**config.mk**
```make
export PLATFORM = sky130hd
export DESIGN_NAME = inta_sequencer
export DESIGN_NICKNAME = d
export VERILOG_FILES = /design/src/rtl/inta_sequencer.sv
export SDC_FILE = /design/constraint.sdc
export NUM_CORES = 1
export LEC_CHECK = 0
export BUFFER_PORTS_ARGS = -buffer_cell sky130_fd_sc_hd__buf_2
export CAP_MARGIN = 20
export CORE_ASPECT_RATIO = 1.2
export CORE_MARGIN = 1.5
export CORE_UTILIZATION = 40
export CTS_CLUSTER_DIAMETER = 200
export DETAILED_ROUTE_END_ITERATION = 8
export PLACE_DENSITY_LB_ADDON = 0.08
export SYNTH_ARGS = -nofsm -noshare
export SYNTH_HDL_FRONTEND = slang
export SYNTH_SLANG_ARGS = --single-unit
```
**constraint.sdc**
```tcl
create_clock -name clk -period 2.3 [get_ports clk]
set_input_delay 0.23 -clock clk [delete_from_list [all_inputs] [get_ports clk]]
set_output_delay 0.23 -clock clk [all_outputs]
set_load 0.05 [all_outputs]
```
**src/rtl/inta_sequencer.sv**
```systemverilog
// inta_sequencer
//   Acknowledge side of an 8259A-compatible interrupt controller. Raises INT
//   when the priority resolver presents a winner. It then runs the INTA pulse
//   sequence: two pulses in 8086 mode, three in 8080 mode. On the first
//   falling edge it commits the winning level to ISR and pulses the matching
//   IRR clear. On later pulses it drives the CALL opcode, the address bytes
//   or the vector. It owns ISR, including EOI and AEOI clearing.
//
// Ports
//   clk           system clock, all state on rising edge
//   reset         asynchronous, active-high
//   INTA_N        CPU acknowledge, active-low, already synchronous to clk
//   highest_req   one-hot winner from resolver (bit0 = IR0), 0 = none
//   mode_8086     1 = 8086 (2 pulses), 0 = 8080 (3 pulses)
//   aeoi          automatic EOI enable, applied on the final rising edge
//   adi           8080 call interval: 1 = 4 bytes, 0 = 8 bytes
//   vector_base   8086 vector bits T7..T3
//   call_addr     8080 CALL address A15..A5 (bit 0 = A5)
//   eoi_strb      one-cycle EOI command strobe
//   eoi_specific  1 = specific EOI, 0 = non-specific
//   eoi_level     level cleared by a specific EOI
//   INT           interrupt request to CPU
//   ISR           in-service register
//   irr_clr       one-cycle one-hot IRR clear pulse
//   data_out      byte driven during INTA
//   data_oe       data_out valid / bus drive enable
module inta_sequencer #(
  parameter logic [2:0] SPURIOUS_LEVEL = 3'd7,
  parameter logic [7:0] CALL_OPCODE    = 8'hCD
) (
  input  logic        clk,
  input  logic        reset,
  input  logic        INTA_N,
  input  logic [7:0]  highest_req,
  input  logic        mode_8086,
  input  logic        aeoi,
  input  logic        adi,
  input  logic [4:0]  vector_base,
  input  logic [10:0] call_addr,
  input  logic        eoi_strb,
  input  logic        eoi_specific,
  input  logic [2:0]  eoi_level,
  output logic        INT,
  output logic [7:0]  ISR,
  output logic [7:0]  irr_clr,
  output logic [7:0]  data_out,
  output logic        data_oe
);

  typedef enum logic [2:0] {
    S_IDLE,
    S_P1,
    S_W2,
    S_P2,
    S_W3,
    S_P3
  } state_t;

  state_t      state_q, state_d;
  logic        inta_n_q;
  logic [2:0]  lvl_q, lvl_d;
  logic        m8086_q, m8086_d;
  logic        adi_q, adi_d;
  logic [4:0]  vb_q, vb_d;
  logic [10:0] ca_q, ca_d;

  logic        int_d;
  logic [7:0]  isr_d;
  logic [7:0]  irr_clr_d;
  logic [7:0]  data_out_d;
  logic        data_oe_d;

  logic        fall, rise;
  logic        req_any;
  logic [2:0]  req_lvl;
  logic [7:0]  set_mask;
  logic [7:0]  aeoi_mask;
  logic [7:0]  clr_mask;
  logic [7:0]  p2_byte;

  // Lowest index wins, matching the fixed IR0-highest priority.
  function automatic logic [2:0] encode(input logic [7:0] v);
    logic [2:0] r;
    r = '0;
    for (int unsigned i = 8; i > 0; i--) begin
      if (v[i-1]) r = 3'(i - 1);
    end
    return r;
  endfunction

  assign fall    = inta_n_q & ~INTA_N;
  assign rise    = ~inta_n_q & INTA_N;
  assign req_any = |highest_req;
  assign req_lvl = encode(highest_req);

  // Second-pulse byte, built only from values latched at the first fall.
  // call_addr bit 0 is A5, so A7..A5 = [2:0] and A7..A6 = [2:1].
  always_comb begin
    p2_byte = '0;
    if (m8086_q)
      p2_byte = {vb_q, lvl_q};
    else if (adi_q)
      p2_byte = {ca_q[2:0], lvl_q, 2'b00};
    else
      p2_byte = {ca_q[2:1], lvl_q, 3'b000};
  end

  always_comb begin
    state_d    = state_q;
    lvl_d      = lvl_q;
    m8086_d    = m8086_q;
    adi_d      = adi_q;
    vb_d       = vb_q;
    ca_d       = ca_q;
    int_d      = 1'b0;
    irr_clr_d  = '0;
    data_out_d = data_out;
    data_oe_d  = data_oe;
    set_mask   = '0;
    aeoi_mask  = '0;

    case (state_q)
      S_IDLE: begin
        int_d      = req_any;
        data_oe_d  = 1'b0;
        data_out_d = '0;
        // A fall in IDLE is always taken, even with no request (spurious).
        if (fall) begin
          state_d = S_P1;
          int_d   = 1'b0;
          lvl_d   = req_any ? req_lvl : SPURIOUS_LEVEL;
          m8086_d = mode_8086;
          adi_d   = adi;
          vb_d    = vector_base;
          ca_d    = call_addr;
          if (req_any) begin
            irr_clr_d = 8'(1) << req_lvl;
            set_mask  = 8'(1) << req_lvl;
          end
          if (!mode_8086) begin
            data_oe_d  = 1'b1;
            data_out_d = CALL_OPCODE;
          end
        end
      end

      S_P1: begin
        if (rise) begin
          state_d    = S_W2;
          data_oe_d  = 1'b0;
          data_out_d = '0;
        end
      end

      S_W2: begin
        if (fall) begin
          state_d    = S_P2;
          data_oe_d  = 1'b1;
          data_out_d = p2_byte;
        end
      end

      S_P2: begin
        if (rise) begin
          data_oe_d  = 1'b0;
          data_out_d = '0;
          if (m8086_q) begin
            state_d = S_IDLE;
            if (aeoi) aeoi_mask = 8'(1) << lvl_q;
          end else begin
            state_d = S_W3;
          end
        end
      end

      S_W3: begin
        if (fall) begin
          state_d    = S_P3;
          data_oe_d  = 1'b1;
          data_out_d = ca_q[10:3];
        end
      end

      S_P3: begin
        if (rise) begin
          state_d    = S_IDLE;
          data_oe_d  = 1'b0;
          data_out_d = '0;
          if (aeoi) aeoi_mask = 8'(1) << lvl_q;
        end
      end

      default: begin
        state_d    = S_IDLE;
        data_oe_d  = 1'b0;
        data_out_d = '0;
      end
    endcase

    // One clear per cycle: an EOI command takes precedence over an AEOI
    // clear. Clears act on the pre-set ISR, so a same-cycle set wins.
    clr_mask = aeoi_mask;
    if (eoi_strb) begin
      if (eoi_specific)
        clr_mask = 8'(1) << eoi_level;
      else
        clr_mask = ISR & (~ISR + 8'd1);
    end
    isr_d = (ISR & ~clr_mask) | set_mask;
  end

  always_ff @(posedge clk or posedge reset) begin
    if (reset) begin
      state_q  <= S_IDLE;
      inta_n_q <= 1'b1;
      lvl_q    <= '0;
      m8086_q  <= 1'b0;
      adi_q    <= 1'b0;
      vb_q     <= '0;
      ca_q     <= '0;
      INT      <= 1'b0;
      ISR      <= '0;
      irr_clr  <= '0;
      data_out <= '0;
      data_oe  <= 1'b0;
    end else begin
      state_q  <= state_d;
      inta_n_q <= INTA_N;
      lvl_q    <= lvl_d;
      m8086_q  <= m8086_d;
      adi_q    <= adi_d;
      vb_q     <= vb_d;
      ca_q     <= ca_d;
      INT      <= int_d;
      ISR      <= isr_d;
      irr_clr  <= irr_clr_d;
      data_out <= data_out_d;
      data_oe  <= data_oe_d;
    end
  end

endmodule

```
==> run metrics, run 1 <==
final hold vios 0; Final Cell Area 2987 um^2; commonest non-fill, non-tap cell in the layout nand2_1; most frequent cells in the layout 71 x nand2_1, 60 x buf_2, 50 x dfrtp_1, 12 x nor2_1, 12 x o21ai_0; Die ar. 6767 um^2; Critical path origin m8086_q; Setup CP Type reg2reg; Non-Filler Instances 400; cells along the critical path nand3b_4 -> a2111oi_2 -> nor3b_1 -> o22ai_1; worst path required time 2.47 ns; count of clock tree sinks 51; RR Startpoint m8086_q; Fin Clk Skew 0.005024 ns; Final #Nets 352; crit path max-delay cell type dfrtp_1; post-place instance area 2887 um^2; cell count after synthesis 256; worst-margin pin slew 0.6567 ns; Final Power 3.053 mW; number of setup buffers added after CTS 0; PostCTS Resize Cnt 0; RSZ-0062 raised after global routing false; Crit. End Element flop; Initial Util 0.4152; Syn-to-layout area delta 18.87%; Post-synth EDFFs 0; initial antenna violation count 0; via-per-instance ratio 5.203; Worst EP arrival 1.96 ns; Ports 61; Overall Global Routing Usage 0.1892; placed instance count 392; buffer depth of the longest clock path 2; pre-CTS setup slack 0.5146 ns; Yosys cell types 56; Fillers 616; min cycle time layout 1.790 ns; final max-slew violation count 0; via count 2,081; R2R depth 4; area leader, netlist dfrtp_1; r2r endpoint ISR[5]; number of port buffers 60; ANT cells 0; dpl hpwl 4.447 mm; Final ANT Viol Nets 0; FP Rows 31; Worst-Skew Late Latency 0.30 ns; clock transition at the registers of the reported paths 0.09 ns; CP max FO 15; Seq/Total Area, Yosys 0.5085; die height 89.82 um; Min-Delay Path Class in2async; CP peak stage delay 0.64 ns; initial drt markers 112; Pwr Density 1022 nW/um^2; ys flop type dfrtp_1; worst-case register-to-register setup slack 0.51 ns; Die Width 75.35 um; first-pass GRT wire length 9.749 mm; WL/cell 14.98 um; vias in the first global route 2,012; Yosys warning count 0; detailed-route DRC error count 0; Worst Setup Start Kind flop; Hold Buf Count CTS 0; TNS Setup 0 ns; mapped cell area 2512 um^2; cts bufs inserted 5; final worst setup slack 0.5099 ns; worst rel slew slack 0.5616; number of H-tree levels 2; Synth async-reset ratio 1.000; syn nets 291; status finished, final reports clean; Max Cap Violations 0; Tcrit/Tclk final 0.7783; f_max 558.6 MHz; FF+latch count, synth 51; first-pass iteration count of the detailed router 4; share of cells above drive strength 1 0.2736; Syn Area/Cell 9.814 um^2; Yosys top cell area share 0.4980; grt ovf 0; post-layout util 0.4936; final WL 5.991 mm; WHS 0.01235 ns; Final setup viols 0; Area contributors post-synth dfrtp_1 50%, nand2_1 11%, a22o_1 3.8%; core area 6051 um^2; largest net degree at the start of global routing 32; Clk Tree Root Cell clkbuf_8; worst-case vdd ir drop 0.0004520 V; GPL Wtd Cong 0.7746; CTS tree built; Pleak 1.541 nW
worst max path at each step:
| stage | to | slack (ns) | cells past startpoint |
|---|---|---|---|
| after floorplan | ISR[4] | 0.70 | 4 |
| after global placement | ISR[6] | 0.54 | 4 |
| after detailed placement | ISR[6] | 0.51 | 4 |
| after CTS | ISR[6] | 0.51 | 4 |
| after global routing | ISR[5] | 0.30 | 4 |
| final | ISR[5] | 0.51 | 4 |
kinds of logic after synthesis:
group	count (synthesis)	share of synthesized area
adder cells (fa/ha/maj)	1	0.003984
AO/OA/AOI/OAI	51	0.1524
buffers and inverters	15	0.03237
flip-flops	51	0.5085
XOR/XNOR	1	0.003487
AND/OR/NAND/NOR	131	0.2739
multiplexers	6	0.02540
flip-flops by register name (all words and copies together), names as in the netlist:
signal / flops
inta_n_q: 1
data_out: 8
irr_clr: 8
INT: 1
ISR: 8
ca_q: 11
state_q: 3
lvl_q: 3
vb_q: 5
data_oe: 1
m8086_q: 1
adi_q: 1
layout make-up:
type	instances	area, um^2	share of cell area
well taps	82	102.6	0.03435
repair buffers	65	337.8	0.1131
flip-flops and latches	51	1277	0.4277
inverters	4	15.01	0.005027
multi-input cells	190	1154	0.3863
clock buffers	8	100.1	0.03351
Yosys cell counts, types with 3 or more instances:
cell type,number
a21oi_1,3
a22o_1,11
and2_1,3
and3_1,4
buf_2,4
clkbuf_1,3
dfrtp_1,50
inv_1,4
mux2_2,3
mux2i_1,3
nand2_1,71
nand2b_1,9
nand3_1,4
nor2_1,12
nor3_1,3
o211ai_1,5
o21ai_0,12
power breakdown:
group          total (mW)  switching, mW  internal, mW
combinational        1.04          0.651         0.390
sequential           1.45          0.294          1.16
clock               0.561          0.286         0.275
per-layer routing:
metal  GRT usage  wire, um  vias up
met5           0         0        -
met4     0.05804        53        0
met3     0.03700       246        4
met2      0.3216      3102       48
met1      0.2364      2588     1001
li1            -         -     1028
worst max-delay path: cells and delay by family (launching register included):
family          cells  cell delay, ns
compound gates      2            0.65
simple gates        2            0.38
flops               1            0.64
Power figures use the tool's default switching activity.
==> run 2: changes to the inputs <==
==> constraint.sdc (replaced) <==
create_clock -name clk -period 1.4 [get_ports clk]
set_input_delay 0.14 -clock clk [delete_from_list [all_inputs] [get_ports clk]]
set_output_delay 0.14 -clock clk [all_outputs]
set_load 0.05 [all_outputs]
==> run metrics, run 2 (same netlist as run 1, synthesis figures left out) <==
min cycle time layout 1.506 ns (was 1.790 ns); number of port buffers 60 (unchanged); via count 2,285 (was 2,081); FP Rows 31 (unchanged); placed instance count 417 (was 392); Worst Hold Depth 3; f_max 664.1 MHz (was 558.6 MHz); post-layout util 0.5997 (was 0.4936); share of cells above drive strength 1 0.4605 (was 0.2736); RR Startpoint state_q[2] (was m8086_q); final WL 6.927 mm (was 5.991 mm); grt ovf 0 (unchanged); cts bufs inserted 5 (unchanged); commonest non-fill, non-tap cell in the layout buf_2 (was nand2_1); Fillers 528 (was 616); count of clock tree sinks 51 (unchanged); cells along the critical path buf_4 -> buf_4 -> maj3_2 -> nor2_4 -> a22o_1 (was nand3b_4 -> a2111oi_2 -> nor3b_1 -> o22ai_1); via-per-instance ratio 5.241 (was 5.203); Final Power 5.970 mW (was 3.053 mW); Overall Global Routing Usage 0.2233 (was 0.1892); vias in the first global route 2,392 (was 2,012); Multi-input gate area 1413 um^2 (was 1154 um^2); Tcrit/Tclk final 1.076 (was 0.7783); number of H-tree levels 2 (unchanged); die height 89.82 um (unchanged); final max-slew violation count 0 (unchanged); CP max FO 5 (was 15); layer with the highest usage met2 (unchanged); worst-margin pin slew 0.4875 ns (was 0.6567 ns); Syn-to-layout area delta 44.42% (was 18.87%); Non-Filler Instances 436 (was 400); Setup CP Type reg2reg (unchanged); Min-Delay Path Class in2reg (was in2async); largest net degree at the start of global routing 32 (unchanged); Final setup viols 40 (was 0); GPL Wtd Cong 0.8527 (was 0.7746); Final #Nets 389 (was 352); initial antenna violation count 0 (unchanged); WL/cell 15.89 um (was 14.98 um); ANT cells 0 (unchanged); clock transition at the registers of the reported paths 0.09 ns (about the same); dpl hpwl 4.919 mm (was 4.447 mm); met1 Resource Use GR 0.2703 (was 0.2364); Die ar. 6767 um^2 (unchanged); worst-case vdd ir drop 0.0006857 V (was 0.0004520 V); status finished with violations (was finished, final reports clean); Clk Tree Root Cell clkbuf_8 (unchanged); final worst setup slack -0.1058 ns (was 0.5099 ns); buffer depth of the longest clock path 2 (unchanged); pre-CTS setup slack -0.1733 ns (was 0.5146 ns); worst rel slew slack 0.6743 (was 0.5616); Worst Setup Start Kind flop (unchanged); Ports 61 (unchanged); worst path required time 1.64 ns (was 2.47 ns); initial drt markers 89 (was 112); first-pass iteration count of the detailed router 4 (unchanged); number of flip-flops in the largest register 11 (unchanged); Pwr Density 1645 nW/um^2 (was 1022 nW/um^2); Pleak 1.816 nW (was 1.541 nW); Register Area 1285 um^2 (was 1277 um^2); Critical path origin state_q[2] (was m8086_q); core area 6051 um^2 (unchanged); Initial Util 0.4152 (unchanged); failing checks negative setup slack; critical path buffer and inverter count 2 (was 0); Final ANT Viol Nets 0 (unchanged); Crit. path cell count 5 (was 4); CP delay by family, top flip-flops (was compound AO/OA/AOI/OAI gates); Die Width 75.35 um (unchanged); met3 global-route usage 0.02803 (was 0.03700); most used cell along the critical path buf_4; most frequent cells in the layout 60 x buf_2, 54 x nand2_1, 44 x dfrtp_1, 25 x buf_4 (was 71 x nand2_1, 60 x buf_2, 50 x dfrtp_1, 12 x nor2_1, 12 x o21ai_0); CP peak stage delay 0.46 ns (was 0.64 ns); min-delay src call_addr[5]; Worst-Skew Late Latency 0.30 ns (about the same); met2 usage 0.3991 (was 0.3216); CTS tree built (unchanged); first-pass GRT wire length 11.61 mm (was 9.749 mm); Top reg by flops ca_q (unchanged); Max Cap Violations 0 (unchanged); final hold vios 0 (unchanged); Fin Clk Skew 0.005576 ns (was 0.005024 ns); RSZ-0062 raised after global routing true (was false); Worst EP arrival 1.75 ns (was 1.96 ns); Crit. End Element flop (unchanged); crit path max-delay cell type dfrtp_2 (was dfrtp_1); detailed-route DRC error count 0 (unchanged); R2R depth 5 (was 4)
-- run 2: cell types whose count changed in the layout (fill, tap and decap cells not counted), sizes merged --
| cell | change |
|---|---|
| buf | +33 |
| clkbuf | -2 |
| dlygate4sd3 | +2 |
| a21oi | +1 |
| clkinv | +1 |
| clkinvlp | +1 |
| inv | -1 |
| nor2 | +1 |
-- run 2: final cells by class --
cell class	instances	area share
clock buffer	6	0.02276
sequential	51	0.3541
multi-input combinational	192	0.3893
inverter	4	0.005172
timing repair buffer	100	0.1990
clock inverter	1	0.001379
tap	82	0.02828
-- run 2: worst min-delay path: stages --
cell	delay (ns)
buf_2	0.07
nand2_1	0.04
nand2_1	0.04
-- run 2: report_power, final --
group | internal (mW) | switching [mW]
logic | 1.22 | 1.58
registers | 1.92 | 0.398
clock network | 0.389 | 0.463
total | 3.53 | 2.45
-- run 2: routing by layer --
metal,up-vias,part of all wire
met5,-,0
met4,0,0.020
met3,9,0.031
met2,55,0.53
met1,1113,0.42
li1,1108,-
-- run 2: final timing paths --
kind / end / slack (ns)
worst min-delay path: ca_q[5] / 0.02
worst min register to register: ca_q[5] / 0.48
worst max-delay path: data_out[0] / -0.11
max in group asynchronous: m8086_q / 0.48
min in group asynchronous: irr_clr[0] / 0.41
worst max register to register: data_out[0] / -0.11
-- run 2: repair_timing --
item,in CTS,in global routing
setup buffers,6,0
endpoints found under the hold margin,20,0
hold buffers,2,0
pin swaps,17,21
setup endpoints to repair,43,44
cloned,5,0
resized for setup,37,34
-- run 2: metrics by stage --
stage | area [um^2] | hold slack [ns] | TNS (ns)
after floorplan | 2561 | 0.1445 | -0.1774
after CTS | 3506 | 0.01576 | -1.608
final | 3628 | 0.02338 | -2.288
after detailed placement | 3161 | 0.1913 | -3.032
after global placement | 3161 | 0.1862 | -3.075
after global routing | 3628 | 0.02479 | -5.674
==> run 3: changes to the inputs <==
--- a/config.mk
+++ b/config.mk
@@ -5,7 +5,7 @@
 export SDC_FILE = /design/constraint.sdc
 export NUM_CORES = 1
 export LEC_CHECK = 0
-export BUFFER_PORTS_ARGS = -buffer_cell sky130_fd_sc_hd__buf_2
+export BUFFER_PORTS_ARGS = -buffer_cell sky130_fd_sc_hd__buf_4
 export CAP_MARGIN = 20
 export CORE_ASPECT_RATIO = 1.2
 export CORE_MARGIN = 1.5
==> run metrics, run 3 (same netlist as run 1, synthesis figures left out) <==
failing checks negative setup slack (unchanged); Pleak 1.860 nW (was 1.816 nW); CP peak stage delay 0.39 ns (was 0.46 ns); FP Rows 31 (unchanged); pre-CTS setup slack -0.2077 ns (was -0.1733 ns); number of H-tree levels 2 (unchanged); final hold vios 0 (unchanged); detailed-route DRC error count 0 (unchanged); initial antenna violation count 0 (unchanged); first-pass iteration count of the detailed router 4 (unchanged); Tcrit/Tclk final 1.078 (was 1.076); largest net degree at the start of global routing 52 (was 32); commonest non-fill, non-tap cell in the layout buf_4 (was buf_2); vias in the first global route 2,361 (was 2,392); final max-slew violation count 0 (unchanged); CP max FO 4 (was 5); post-layout util 0.6214 (was 0.5997); cts bufs inserted 5 (unchanged); Ports 61 (unchanged); Worst EP arrival 1.71 ns (was 1.75 ns); Final #Nets 391 (was 389); via-per-instance ratio 5.287 (was 5.241); Top reg by flops ca_q (unchanged); worst rel slew slack 0.6478 (was 0.6743); worst-margin pin slew 0.5273 ns (was 0.4875 ns); Setup CP Type reg2reg (unchanged); ANT cells 0 (unchanged); Worst-Skew Late Latency 0.31 ns (was 0.30 ns); Pwr Density 1669 nW/um^2 (was 1645 nW/um^2); dpl hpwl 4.819 mm (was 4.919 mm); Syn-to-layout area delta 49.65% (was 44.42%); Initial Util 0.4152 (unchanged); via count 2,321 (was 2,285); worst-case vdd ir drop 0.001039 V (was 0.0006857 V); grt ovf 0 (unchanged); first-pass GRT wire length 11.19 mm (was 11.61 mm); most frequent cells in the layout 88 x buf_4, 60 x nand2_1, 44 x dfrtp_1, 11 x nor2_1, 11 x a22o_1 (was 60 x buf_2, 54 x nand2_1, 44 x dfrtp_1, 25 x buf_4); cells along the critical path or3b_1 -> a211o_1 -> nand3b_4 -> a31o_1 (was buf_4 -> buf_4 -> maj3_2 -> nor2_4 -> a22o_1); Clk Tree Root Cell clkbuf_8 (unchanged); Fin Clk Skew 0.01325 ns (was 0.005576 ns); CTS tree built (unchanged); count of clock tree sinks 51 (unchanged); Die Width 75.35 um (unchanged); placed instance count 419 (was 417); Min-Delay Path Class in2reg (unchanged); RSZ-0062 raised after global routing true (unchanged); worst path required time 1.60 ns (was 1.64 ns); Final Power 6.274 mW (was 5.970 mW); GPL Wtd Cong 0.7990 (was 0.8527); buffer depth of the longest clock path 2 (unchanged); Final ANT Viol Nets 0 (unchanged); f_max 662.9 MHz (was 664.1 MHz); final worst setup slack -0.1086 ns (was -0.1058 ns); Worst Hold Depth 3 (unchanged); Crit. End Element flop (unchanged); clock transition at the registers of the reported paths 0.10 ns (was 0.09 ns); number of port buffers 60 (unchanged); core area 6051 um^2 (unchanged); crit path max-delay cell type dfrtp_1 (was dfrtp_2); Die ar. 6767 um^2 (unchanged); Crit. path cell count 4 (was 5); Final setup viols 36 (was 40); R2R depth 4 (was 5); status finished with violations (unchanged); Overall Global Routing Usage 0.2165 (was 0.2233); critical path buffer and inverter count 0 (was 2); number of flip-flops in the largest register 11 (unchanged); worst-case register-to-register setup slack -0.11 ns (about the same); min cycle time layout 1.509 ns (was 1.506 ns); Non-Filler Instances 439 (was 436); Worst Setup Start Kind flop (unchanged); initial drt markers 148 (was 89); share of cells above drive strength 1 0.4538 (was 0.4605); final WL 6.929 mm (was 6.927 mm); WL/cell 15.78 um (was 15.89 um); die height 89.82 um (unchanged); CP delay by family, top simple AND/OR/NAND/NOR gates (was flip-flops); Max Cap Violations 0 (unchanged)
## run 3: cell count changes in the layout (fill, tap and decap cells not counted), sizes merged
cell | previous run | this run
a21oi | 4 | 3
bufinv | 0 | 1
buf | 98 | 101
## run 3: report_power, final
group	leakage (nW)	internal, mW	switching, mW
clock network	0.0612	0.579	0.501
logic	1.14	1.33	1.59
registers	0.661	1.91	0.365
## run 3: worst paths after layout
kind / from / end
worst max-delay path: lvl_q[2] / ISR[2]
worst min-delay path: call_addr[3] / ca_q[3]
worst max register to register: lvl_q[2] / ISR[2]
worst min register to register: vb_q[3] / vb_q[3]
max in group asynchronous: reset / inta_n_q
min in group asynchronous: reset / irr_clr[0]
## run 3: tightest hold or removal path, delay by kind of cell
family | cells | cell delay (ns)
buffers and inverters | 1 | 0.08
AND/OR/NAND/NOR | 2 | 0.08
## run 3: what timing repair did
action                                  in CTS  in global routing
resized for setup                           34                 28
endpoints found under the hold margin       51                  0
endpoints found under the setup margin      41                 43
pin swaps                                   15                 11
hold buffers                                 2                  0
gates cloned                                 2                  0
buffers inserted                             8                  4
## run 3: layer usage
metal,routed length (um),vias to the layer above,share of wire,GRT usage
met2,3633,64,0.52,0.3677
met4,252,0,0.036,0.09077
met3,297,15,0.043,0.03363
met1,2745,1136,0.40,0.2647
met5,0,-,0,0
li1,-,1106,-,-
## run 3: metrics by stage
stage          instance area, um^2  hold WS [ns]  TNS (ns)
3_3_place_gp                  3301        0.2280    -2.403
5_1_grt                       3760       0.01623    -4.249
4_1_cts                       3637       0.01065    -1.673
2_1_floorplan                 2561        0.1445   -0.1774
6_report                      3760       0.02083    -1.384
3_5_place_dp                  3301        0.2335    -3.282
## run 3: final cells by class
cell class / instances / area (um^2)
Fill cell: 533 / 2291
Multi-Input combinational cell: 191 / 1359
Sequential cell: 51 / 1285
Timing Repair Buffer: 103 / 877.1
Tap cell: 82 / 102.6
Clock buffer: 6 / 82.58
Clock inverter: 2 / 35.03
Inverter: 4 / 18.77
